## config.mk

```make
export PLATFORM = sky130hd
export DESIGN_NAME = cog_vid_queue_flat
export DESIGN_NICKNAME = d
export VERILOG_FILES = /design/src/rtl/cog_vid_queue_if.sv /design/src/rtl/cog_vid_queue.sv /design/src/flat_wrapper.sv
export SDC_FILE = /design/constraint.sdc
export NUM_CORES = 1
export LEC_CHECK = 0
export CORE_ASPECT_RATIO = 0.5
export CORE_MARGIN = 2
export CORE_UTILIZATION = 40
export CTS_CLUSTER_SIZE = 40
export DETAILED_ROUTE_END_ITERATION = 10
export SYNTH_ARGS = -nofsm -noshare
export SYNTH_HDL_FRONTEND = slang
export SYNTH_SLANG_ARGS = --single-unit
```

## constraint.sdc

```tcl
create_clock -name clk_cog -period 9.7 [get_ports clk_cog]
set_input_delay 1.455 -clock clk_cog [delete_from_list [all_inputs] [get_ports clk_cog]]
set_output_delay 1.455 -clock clk_cog [all_outputs]
set_load 0.005 [all_outputs]
```

## src/rtl/cog_vid_queue_if.sv

```systemverilog
// cog_vid_queue_if: WAITVID pair bundle between the cog/shifter side and the video queue
interface cog_vid_queue_if #(parameter int AW = 2);
   logic        enable, flush, push, stall, ack, underrun, clr_ur;
   logic [31:0] push_pixel, push_color, pixel, color;
   logic [AW:0] level;
   logic [7:0]  urcnt;
   modport master (
      output enable, flush, push, push_pixel, push_color, ack, clr_ur,
      input  stall, pixel, color, level, underrun, urcnt
   );
   modport slave (
      input  enable, flush, push, push_pixel, push_color, ack, clr_ur,
      output stall, pixel, color, level, underrun, urcnt
   );
endinterface

```

## src/rtl/cog_vid_queue.sv

```systemverilog
// cog_vid_queue: FIFO of WAITVID {color, pixel} pairs feeding the cog video shifter,
// advancing one pair per shifter ack rising edge and counting stale reloads.
module cog_vid_queue #(
   parameter int DEPTH = 4,
   parameter int AW    = 2
) (
   input  logic           clk_cog,
   input  logic           ena,
   cog_vid_queue_if.slave vq
);
   logic [63:0]   r_mem [DEPTH];
   logic [AW-1:0] r_wr, r_rd;
   logic [AW:0]   r_cnt;
   logic [31:0]   r_px, r_co;
   logic          r_fresh, r_ack_d, r_ur;
   logic [7:0]    r_urcnt;
   logic          w_stall, w_rise, w_acc, w_empty, w_ue, w_wr_fifo;
   assign w_empty   = r_cnt == '0;
   assign w_stall   = (r_cnt == (AW+1)'(DEPTH)) & r_fresh;
   assign w_rise    = vq.ack & ~r_ack_d & vq.enable;
   assign w_acc     = vq.push & ~w_stall;
   assign w_ue      = w_rise & w_empty & ~w_acc & ~r_fresh & ~vq.flush;
   // a push only lands in the FIFO when it cannot go straight to the output pair
   assign w_wr_fifo = ena & ~vq.flush & w_acc & (w_rise ? ~w_empty : (~w_empty | r_fresh));
   always_ff @(posedge clk_cog)
      if (w_wr_fifo) r_mem[r_wr] <= {vq.push_color, vq.push_pixel};
   always_ff @(posedge clk_cog) begin
      if (!ena) begin
         r_wr    <= '0;
         r_rd    <= '0;
         r_cnt   <= '0;
         r_px    <= '0;
         r_co    <= '0;
         r_fresh <= 1'b0;
         r_ack_d <= 1'b0;
         r_ur    <= 1'b0;
         r_urcnt <= '0;
      end else begin
         r_ack_d <= vq.ack & vq.enable;
         if (vq.clr_ur) begin
            r_ur    <= w_ue;
            r_urcnt <= {7'd0, w_ue};
         end else if (w_ue) begin
            r_ur    <= 1'b1;
            r_urcnt <= (r_urcnt == 8'hff) ? r_urcnt : r_urcnt + 8'd1;
         end
         if (vq.flush) begin
            r_wr    <= '0;
            r_rd    <= '0;
            r_cnt   <= '0;
            r_px    <= '0;
            r_co    <= '0;
            r_fresh <= 1'b0;
         end else begin
            if (w_wr_fifo) r_wr <= r_wr + 1'b1;
            if (w_rise & ~w_empty) begin
               {r_co, r_px} <= r_mem[r_rd];
               r_rd         <= r_rd + 1'b1;
               r_fresh      <= 1'b1;
               if (!w_acc) r_cnt <= r_cnt - 1'b1;
            end else if (w_rise & w_acc) begin
               r_px    <= vq.push_pixel;
               r_co    <= vq.push_color;
               r_fresh <= 1'b1;
            end else if (w_rise) begin
               r_fresh <= 1'b0;
            end else if (w_acc) begin
               if (w_empty & ~r_fresh) begin
                  r_px    <= vq.push_pixel;
                  r_co    <= vq.push_color;
                  r_fresh <= 1'b1;
               end else begin
                  r_cnt <= r_cnt + 1'b1;
               end
            end
         end
      end
   end
   assign vq.stall    = w_stall;
   assign vq.pixel    = r_px;
   assign vq.color    = r_co;
   assign vq.level    = r_cnt + {{AW{1'b0}}, r_fresh};
   assign vq.underrun = r_ur;
   assign vq.urcnt    = r_urcnt;
endmodule

```

## src/flat_wrapper.sv

```systemverilog
// flat-port wrapper written by rule: the top's interface ports become plain ports
module cog_vid_queue_flat 
#(
   parameter int DEPTH = 4,
   parameter int AW    = 2
)
  (clk_cog, ena, vq_enable, vq_flush, vq_push, vq_push_pixel, vq_push_color, vq_ack, vq_clr_ur, vq_stall, vq_pixel, vq_color, vq_level, vq_underrun, vq_urcnt);
  cog_vid_queue_if #(.AW(AW)) vq_i ();
  input  logic clk_cog;
  input  logic ena;
  input wire logic [$bits(vq_i.enable)-1:0] vq_enable;
  input wire logic [$bits(vq_i.flush)-1:0] vq_flush;
  input wire logic [$bits(vq_i.push)-1:0] vq_push;
  input wire logic [$bits(vq_i.push_pixel)-1:0] vq_push_pixel;
  input wire logic [$bits(vq_i.push_color)-1:0] vq_push_color;
  input wire logic [$bits(vq_i.ack)-1:0] vq_ack;
  input wire logic [$bits(vq_i.clr_ur)-1:0] vq_clr_ur;
  output wire logic [$bits(vq_i.stall)-1:0] vq_stall;
  output wire logic [$bits(vq_i.pixel)-1:0] vq_pixel;
  output wire logic [$bits(vq_i.color)-1:0] vq_color;
  output wire logic [$bits(vq_i.level)-1:0] vq_level;
  output wire logic [$bits(vq_i.underrun)-1:0] vq_underrun;
  output wire logic [$bits(vq_i.urcnt)-1:0] vq_urcnt;
  assign vq_i.enable = vq_enable;
  assign vq_i.flush = vq_flush;
  assign vq_i.push = vq_push;
  assign vq_i.push_pixel = vq_push_pixel;
  assign vq_i.push_color = vq_push_color;
  assign vq_i.ack = vq_ack;
  assign vq_i.clr_ur = vq_clr_ur;
  assign vq_stall = vq_i.stall;
  assign vq_pixel = vq_i.pixel;
  assign vq_color = vq_i.color;
  assign vq_level = vq_i.level;
  assign vq_underrun = vq_i.underrun;
  assign vq_urcnt = vq_i.urcnt;
  cog_vid_queue #(.DEPTH(DEPTH), .AW(AW)) u_core (.clk_cog(clk_cog), .ena(ena), .vq(vq_i));
endmodule
```

== Word-level counts from Yosys, hierarchy flattened ==
Memories as Yosys holds them, arrays and structs flattened. A register that Yosys moved wholly into a read port is not among the register bits.
Index checks and enable logic that the tools add are counted.
Word-level totals
  register bits after elaboration: 82
  bits in writable memories: 256
  bits of input ports: 71
  output and inout bits: 77
  word-level logic and storage cells: 94
  memories: 1
Operators by class
  add/subtract/negate cells: 6
  equal/unequal tests: 8
  muxes and demuxes: 31
  bitwise gates (word level): 24
  reduce and logical (&&, ||, !) cells: 14
Memories
  u_core.r_mem: words 4, bits a word 64, rd ports 1, clocked after memory_dff 1, wr ports 1, line cog_vid_queue.sv:11  | logic [63:0] r_mem [DEPTH];
Operator list (number)
  $mux 32: 10
  $mux 3: 6
  $and 1x1->1: 15
  $mux 1: 13
  $add 8x1->8 const B: 1
  $eq 8x8->1 const B: 1
  $not 1->1: 8
  $reduce_bool 4->1: 2
  $ne 2x2->1 const B: 3
  $reduce_and 2->1: 3
  $reduce_bool 3->1: 2
  $reduce_and 5->1: 1
  $add 2x1->2 const B: 2
  $mux 2: 2
  $ne 2x1->1 const B: 2
  $reduce_bool 2->1: 2
  $reduce_or 2->1: 2
  $add 3x1->3: 1
  $add 3x1->3 const B: 1
  $eq 3x3->1 const B: 1
  $logic_not 3->1: 1
  $ne 3x3->1 const B: 1
  $reduce_and 3->1: 1
  $sub 3x1->3 const B: 1
  $or 1x1->1: 1

== Logic depth before layout (Yosys ltp) ==
Gate-level depths: netlist of the first run.
  word-level depth: 10
  gate-level depth with buffers: 9
  depth with buffers taken out: 7

== Worst setup path after synthesis of the first run ==
No wires, ideal clock.
  path kind: input -> register
  start point: input port vq_enable
  end point: memory u_core.r_mem[0][0], enable pin
  setup time: 429 ps
  data arrival time: 3674 ps
  data required time: 9271 ps
  setup slack: 5597 ps
  stages on the path: 4
  path buffers: 1
  cell sequence: and3b_1 > buf_2 > o211ai_1 > and3_1
On the way
  longest elaborated chain between the ends: 5
Ends and longest elaborated chain
  start: declaration: line flat_wrapper.sv:11  | input wire logic [$bits(vq_i.enable)-1:0] vq_enable;
  $and 1x1->1: line cog_vid_queue.sv:20  | assign w_rise = vq.ack & ~r_ack_d & vq.enable;
  $mux 1: line cog_vid_queue.sv:24  | assign w_wr_fifo = ena & ~vq.flush & w_acc & (w_rise ? ~w_empty : (~w_empty | r_fresh));
  $and 1x1->1: line cog_vid_queue.sv:24
  $mux 1: line cog_vid_queue.sv:26  | if (w_wr_fifo) r_mem[r_wr] <= {vq.push_color, vq.push_pixel};
  $mux 1 (not written as such): line cog_vid_queue.sv:26
  end: declaration: line cog_vid_queue.sv:11
Every way passes these cells.

== Worst setup path in the final report of the first run ==
  start point: input port vq_enable
  end point: register u_core.r_cnt[2]
On the way
  longest elaborated chain between the ends: 4
  elaborated cells between the ends (all ways): 10
  classes of those cells: eq/ne: 4; mux: 1; bitwise: 3; reduce/logical: 2
Ends and longest elaborated chain
  $and 1x1->1 *: line cog_vid_queue.sv:20
  $and 1x1->1, on equally long branches: line cog_vid_queue.sv:56, cog_vid_queue.sv:61
  $ne 2x2->1 (no source line), or another cell as far along
  $reduce_and 5->1 (no source line)
  end signal: assignment: line cog_vid_queue.sv:60  | if (!w_acc) r_cnt <= r_cnt - 1'b1;
  end signal: assignment: line cog_vid_queue.sv:73  | r_cnt <= r_cnt + 1'b1;
  end: declaration: line cog_vid_queue.sv:13  | logic [AW:0] r_cnt;
Mark *: on every way between the ends. The rest lies on a longest branch, timed or not.
A chain may end at the register's enable or synchronous reset.

==> impl_metrics.tcl, run 1 <==
set metrics [dict create \
    status "finished clean" \
    finalHoldViolCount 0 \
    slew_violations 0 \
    crit_chain "clkdlybuf4s50_1 -> and3b_1 -> nand2_2 -> buf_4 -> fa_1 -> nor2b_1 -> o311ai_0 -> and3_1 -> o21a_1" \
    ys_async_sr_fraction_pct 0 \
    syn_area_per_cell_sq_um 16.9 \
    reg2reg_depth 8 \
    grt_pass1_wl_mm 41.4 \
    relSlewSlack_pct 29.9 \
    holdPathStages 2 \
    p_leak_nw 4.92 \
    worstPathMaxFanout 67 \
    irDropWorstVdd_v 0.000127 \
    grt_pass1_vias 7336 \
    clkSinkCount 340 \
    port_buffers 147 \
    dpl_worst_slack_ps 5510 \
    synth_ff_type "edfxtp_1" \
    syn_nets 839 \
    seq_area_sq_um 9380 \
    layout_common_cells "edfxtp_1, clkdlybuf4s50_1, dfxtp_1" \
    r2r_slack_ps 7040 \
    maxCapViolations 0 \
    fin_setup_tns_ps 0 \
    hold_end "u_core.vq.color[4]$_SDFFE_PP0P_" \
    ant_nets 0 \
    clock_latency_ps 550 \
    tritoncts "done" \
    finalCriticalPeriod_ps 3640 \
    syn-cell-area_sq_um 12800 \
    worstPathRequired_ps 10150 \
    die_x_um 257 \
    ys_warn_count 0 \
    place.gp.congestion 0.770 \
    r2r_start "u_core.r_cnt[2]$_SDFFE_PP0P_" \
    crit_slowest_cell "fa_1" \
    worstPathArrival_ps 4090 \
    stdcell_count 1353 \
    ys_seq_area_share_pct 72.9 \
    synthDistinctLibCells 53 \
    io_pins 148 \
    power_density_nw_per_um2 188 \
    start_util_pct 40.6 \
    tightest_slew_ps 1050 \
    n_antenna_cell 0 \
    antenna_found_initial 1 \
    place_inst 1297 \
    synth_edf_count 256 \
    critPathMaxStageDelay_ps 580 \
    drc_errors 0 \
    overflow 0 \
    final.period_utilization_pct 37.5 \
    hold_path_class "reg -> reg" \
    die-area_sq_um 33700 \
    ys_ff_latch 340 \
    post_cts_buffers 0 \
    area_growth_pct 22.1 \
    netlist_instances 760 \
    cts_root_buf "clkbuf_16" \
    firstDrtPassIters 4 \
    drt_iter0_drc 445 \
    crit_family "buffers and inverters" \
    worst-path-buf-inv 2 \
    max_freq_mhz 275 \
    endpoint_kind "flop" \
    reg2reg_to "u_core.r_cnt[2]$_SDFFE_PP0P_" \
    finalNetCount 976 \
    worstHoldStart "u_core.vq.color[4]$_SDFFE_PP0P_" \
    grt_start_max_net_pins 73 \
    setup-violations-final 0 \
    critical_path_class "in -> reg" \
    cts_buffers 30 \
    layout_setup_ws_ps 6060 \
    rsz0062_at_grt "no" \
    routed_wl_mm 27.0 \
    htreeDepth 1 \
    drive_gt1_share_pct 14.4 \
    clkTransAtPathRegs_ps 70 \
    rows 46 \
    cts_resized 0 \
    vias 7164 \
    avgRoutedWirePerCell_um 19.9 \
    dpl.hpwl_mm 15.1 \
    cts_buffer_depth 3 \
    multiInputGateArea_sq_um 3230 \
    layout_commonest_cell "edfxtp_1" \
    start_kind "primary input" \
    track_usage_pct 15.9 \
    clock_skew_ps 7.68 \
    fill_cells 2675 \
    core_sq_um 31700 \
    routed_via_density 5.29 \
    ctsHoldBuffers 0 \
    die_h_um 131 \
]
==> layout make-up <==
cell class | count | area share (%)
multi-input combinational | 364 | 20.6
clock inverter | 16 | 1.01
sequential | 340 | 59.8
inverter | 10 | 0.239
timing repair buffer | 151 | 9.58
clock buffer | 40 | 5.35
tap | 432 | 3.45
==> power breakdown <==
part / total (W) / internal, W / switching [W]
clock: 0.00120 / 0.000687 / 0.000514
sequential: 0.00159 / 0.00158 / 0.00000961
combinational: 0.000152 / 0.0000742 / 0.0000776
total: 0.00294 / 0.00234 / 0.000601
==> worst reg2reg max path: cells and delay by family, from the launching register on <==
family                   cells  cell delay [ps]
AND/OR/NAND/NOR              4              670
adder cells (fa/ha/maj)      1              590
flip-flops                   1              600
buffers and inverters        1              410
AO/OA/AOI/OAI                2              290
==> kinds of logic (layout without fill, tap and decap cells) <==
logic type / Yosys count / in the layout / synth area share [%]
multiplexers: 68 / 68 / 11.5
XOR/XNOR: 4 / 4 / 0.273
adder cells (fa/ha/maj): 8 / 8 / 0.838
AO/OA/AOI/OAI: 94 / 94 / 4.81
flip-flops: 340 / 340 / 72.9
AND/OR/NAND/NOR: 190 / 190 / 7.36
buffers and inverters: 56 / 217 / 2.24
==> worst max-delay path by stage <==
stage                                         endpoint                         start  cells past startpoint  slack (ps)
after floorplan           u_core.r_mem[0][0]$_DFFE_PP_                     vq_enable                      4        5600
after global placement    u_core.r_cnt[2]$_SDFFE_PP0P_                     vq_enable                      9        5540
after detailed placement  u_core.r_cnt[2]$_SDFFE_PP0P_                     vq_enable                      9        5510
after CTS                                  vq_level[2]  u_core.r_cnt[0]$_SDFFE_PP0P_                      4        6040
after global routing      u_core.r_cnt[2]$_SDFFE_PP0P_                     vq_enable                      9        5940
final                     u_core.r_cnt[2]$_SDFFE_PP0P_                     vq_enable                      9        6060
==> cells in the mapped netlist, types with 2 or more instances <==
master | n | share of area [%]
nand4_1 | 3 | 0.15
nand2_1 | 8 | 0.23
and2_1 | 2 | 0.097
nor3_1 | 64 | 2.5
or3_1 | 3 | 0.15
dfxtp_1 | 84 | 13
nor4_1 | 2 | 0.097
xor2_1 | 3 | 0.20
buf_6 | 3 | 0.26
a21oi_1 | 9 | 0.35
mux2i_1 | 3 | 0.23
nor2b_1 | 3 | 0.15
nor2_1 | 71 | 2.1
ha_1 | 7 | 0.68
clkbuf_1 | 15 | 0.44
mux4_2 | 64 | 11
nand3_1 | 9 | 0.35
nor3b_1 | 2 | 0.12
o22ai_1 | 64 | 3.1
and3_1 | 7 | 0.34
buf_4 | 8 | 0.47
nand2b_1 | 4 | 0.19
inv_1 | 10 | 0.29
o21ai_0 | 7 | 0.27
o21a_1 | 2 | 0.12
buf_2 | 20 | 0.78
nor3_2 | 2 | 0.16
edfxtp_1 | 256 | 60
==> per-layer routing <==
metal | vias up | part of all wire (%) | GRT usage, %
met5 | - | 0.045 | 0
met4 | 2 | 1.5 | 3.33
met3 | 39 | 3.6 | 2.91
met2 | 118 | 51 | 27.8
met1 | 3719 | 44 | 21.1
li1 | 3286 | - | -
==> registers in the layout, indices dropped and copies added (netlist names), named ones only <==
register and flops:
u_core.vq.underrun 1, u_core.r_wr 2, u_core.r_mem 256, u_core.vq.urcnt 8
u_core.vq.pixel 32, u_core.r_rd 2, u_core.vq.color 32, u_core.r_cnt 3
u_core.r_ack_d 1, u_core.r_fresh 1
==> per-stage QoR <==
| step | util (%) | power, W | hold slack (ps) | instance area, sq um |
|---|---|---|---|---|
| after floorplan | - | 0.00168 | 472 | 12800 |
| after global placement | 46.4 | 0.00177 | 477 | 14700 |
| after detailed placement | 46.4 | 0.00177 | 488 | 14700 |
| after CTS | 49.5 | 0.00297 | 498 | 15700 |
| after global routing | 49.5 | 0.00304 | 515 | 15700 |
| final | 49.5 | 0.00294 | 496 | 15700 |
No activity file was read; power rests on OpenSTA's default activity.
==> run 2: changes to the inputs <==
clock period = 3.2 ns   (was 9.7 ns; I/O delays follow)
==> run 2 against run 1 <==
Die area is the same. Final cell count grew 1.3%. Largest power group unchanged. Sequential cell count is the same.
==> impl_metrics.tcl, run 2 (synthesis gave the netlist of run 1 again) <==
set metrics [dict create \
    n_antenna_cell 0 \
    holdPathStages 2 \
    regMostFlops "u_core.r_mem" \
    core_sq_um 31700 \
    cts_root_buf "clkbuf_16" \
    grt_pass1_vias 7398 \
    finalHoldViolCount 0 \
    ant_nets 0 \
    routed_wl_mm 27.6 \
    port_buffers 147 \
    clock_skew_ps 8.29 \
    grt_pass1_wl_mm 43.0 \
    antenna_found_initial 0 \
    fill_cells 2610 \
    vias 7175 \
    dpl.hpwl_mm 16.9 \
    clock_latency_ps 560 \
    fin_setup_tns_ps 0 \
    avgRoutedWirePerCell_um 20.1 \
    start_util_pct 40.6 \
    maxCapViolations 0 \
    die-area_sq_um 33700 \
    track_usage_pct 16.5 \
    rows 46 \
    largest_reg_flops 256 \
    layout_commonest_cell "edfxtp_1" \
    final.period_utilization_pct 83.3 \
    critical_path_class "reg -> out" \
    tightest_slew_ps 884 \
    multiInputGateArea_sq_um 3230 \
    drt_iter0_drc 506 \
    tritoncts "done" \
    layout_setup_ws_ps 535 \
    layout_common_cells "edfxtp_1, clkdlybuf4s50_1, dfxtp_1" \
    finalNetCount 993 \
    clkTransAtPathRegs_ps 70 \
    post_cts_buffers 0 \
    die_x_um 257 \
    hold_end "u_core.vq.underrun$_SDFFE_PN0P_" \
    r2r_start "u_core.r_fresh$_SDFFE_PP0P_" \
    setup-violations-final 0 \
    die_h_um 131 \
    relSlewSlack_pct 41.1 \
    irDropWorstVdd_v 0.000461 \
    io_pins 148 \
    seq_area_sq_um 9380 \
    total_power_w 0.00916 \
    dpl_worst_slack_ps 425 \
    cts_resized 0 \
    worstPathMaxFanout 10 \
    reg2reg_to "u_core.r_mem[0][21]$_DFFE_PP_" \
    clkSinkCount 340 \
    rsz0062_at_grt "no" \
    start_kind "flop" \
    place.gp.congestion 0.809 \
    max_freq_mhz 375 \
    status "finished clean" \
    endpoint_kind "output port" \
    finalCriticalPeriod_ps 2660 \
    slew_violations 0 \
    routed_via_density 5.24 \
    cts_buffers 30 \
    overflow 0 \
    drc_errors 0 \
    cts_buffer_depth 3 \
    drive_gt1_share_pct 16.2 \
    power_density_nw_per_um2 572 \
    r2r_slack_ps 960 \
    p_leak_nw 5.08 \
    hold_path_class "reg -> reg" \
    worstPathRequired_ps 2720 \
    worstHoldStart "u_core.vq.underrun$_SDFFE_PN0P_" \
    firstDrtPassIters 5 \
    htreeDepth 1 \
    reg2reg_depth 4 \
    ctsHoldBuffers 0 \
    grt_start_max_net_pins 67 \
    worstPathArrival_ps 2180 \
    area_growth_pct 24.8 \
]
[run 2: area by class of cell]
| class | instances | area share, % |
|---|---|---|
| Clock inverter | 19 | 1.58 |
| Timing Repair Buffer | 168 | 11.2 |
| Clock buffer | 37 | 5.04 |
| Inverter | 10 | 0.234 |
| Multi-Input combinational cell | 364 | 20.1 |
| Tap cell | 432 | 3.37 |
| Sequential cell | 340 | 58.5 |
[run 2: power by group]
part / leakage, nW / switching (W) / internal [W]
Sequential: 2.99 / 0.0000295 / 0.00478
Clock: 0.517 / 0.00160 / 0.00228
Combinational: 1.57 / 0.000233 / 0.000233
Total: 5.08 / 0.00187 / 0.00730
[run 2: worst max path at each step]
stage                                  from                            end  cells after the start
6_report       u_core.r_cnt[0]$_SDFFE_PP0P_                    vq_level[2]                      4
5_1_grt         u_core.r_fresh$_SDFFE_PP0P_                    vq_level[2]                      4
4_1_cts        u_core.r_cnt[0]$_SDFFE_PP0P_                    vq_level[2]                      4
3_5_place_dp                      vq_enable  u_core.r_mem[0][22]$_DFFE_PP_                      5
3_3_place_gp                      vq_enable   u_core.r_cnt[2]$_SDFFE_PP0P_                      8
2_1_floorplan                     vq_enable   u_core.r_mem[1][0]$_DFFE_PP_                      4
[run 2: layer usage]
| metal | vias up | global-route usage [%] | wire length, um |
|---|---|---|---|
| met1 | 3693 | 22.7 | 12500 |
| li1 | 3327 | - | - |
| met4 | 0 | 3.77 | 488 |
| met2 | 117 | 27.9 | 13500 |
| met3 | 38 | 2.78 | 1090 |
| met5 | - | 0 | 0 |
[run 2: critical path, cell delays in order, from the launching register on]
cell and delay, ps:
dfxtp_1 580, ha_1 230, ha_1 150, xor2_1 140, clkdlybuf4s50_1 530
[run 2: metrics by stage]
step / util, % / hold slack (ps) / area [sq um] / cells
final: 50.7 / 491 / 16000 / 1370
after global routing: 50.7 / 515 / 16000 / 1370
after CTS: 50.7 / 492 / 16000 / 1370
after detailed placement: 47.3 / 478 / 15000 / 1314
after global placement: 47.3 / 474 / 15000 / 1314
after floorplan: - / 472 / 12800 / 760
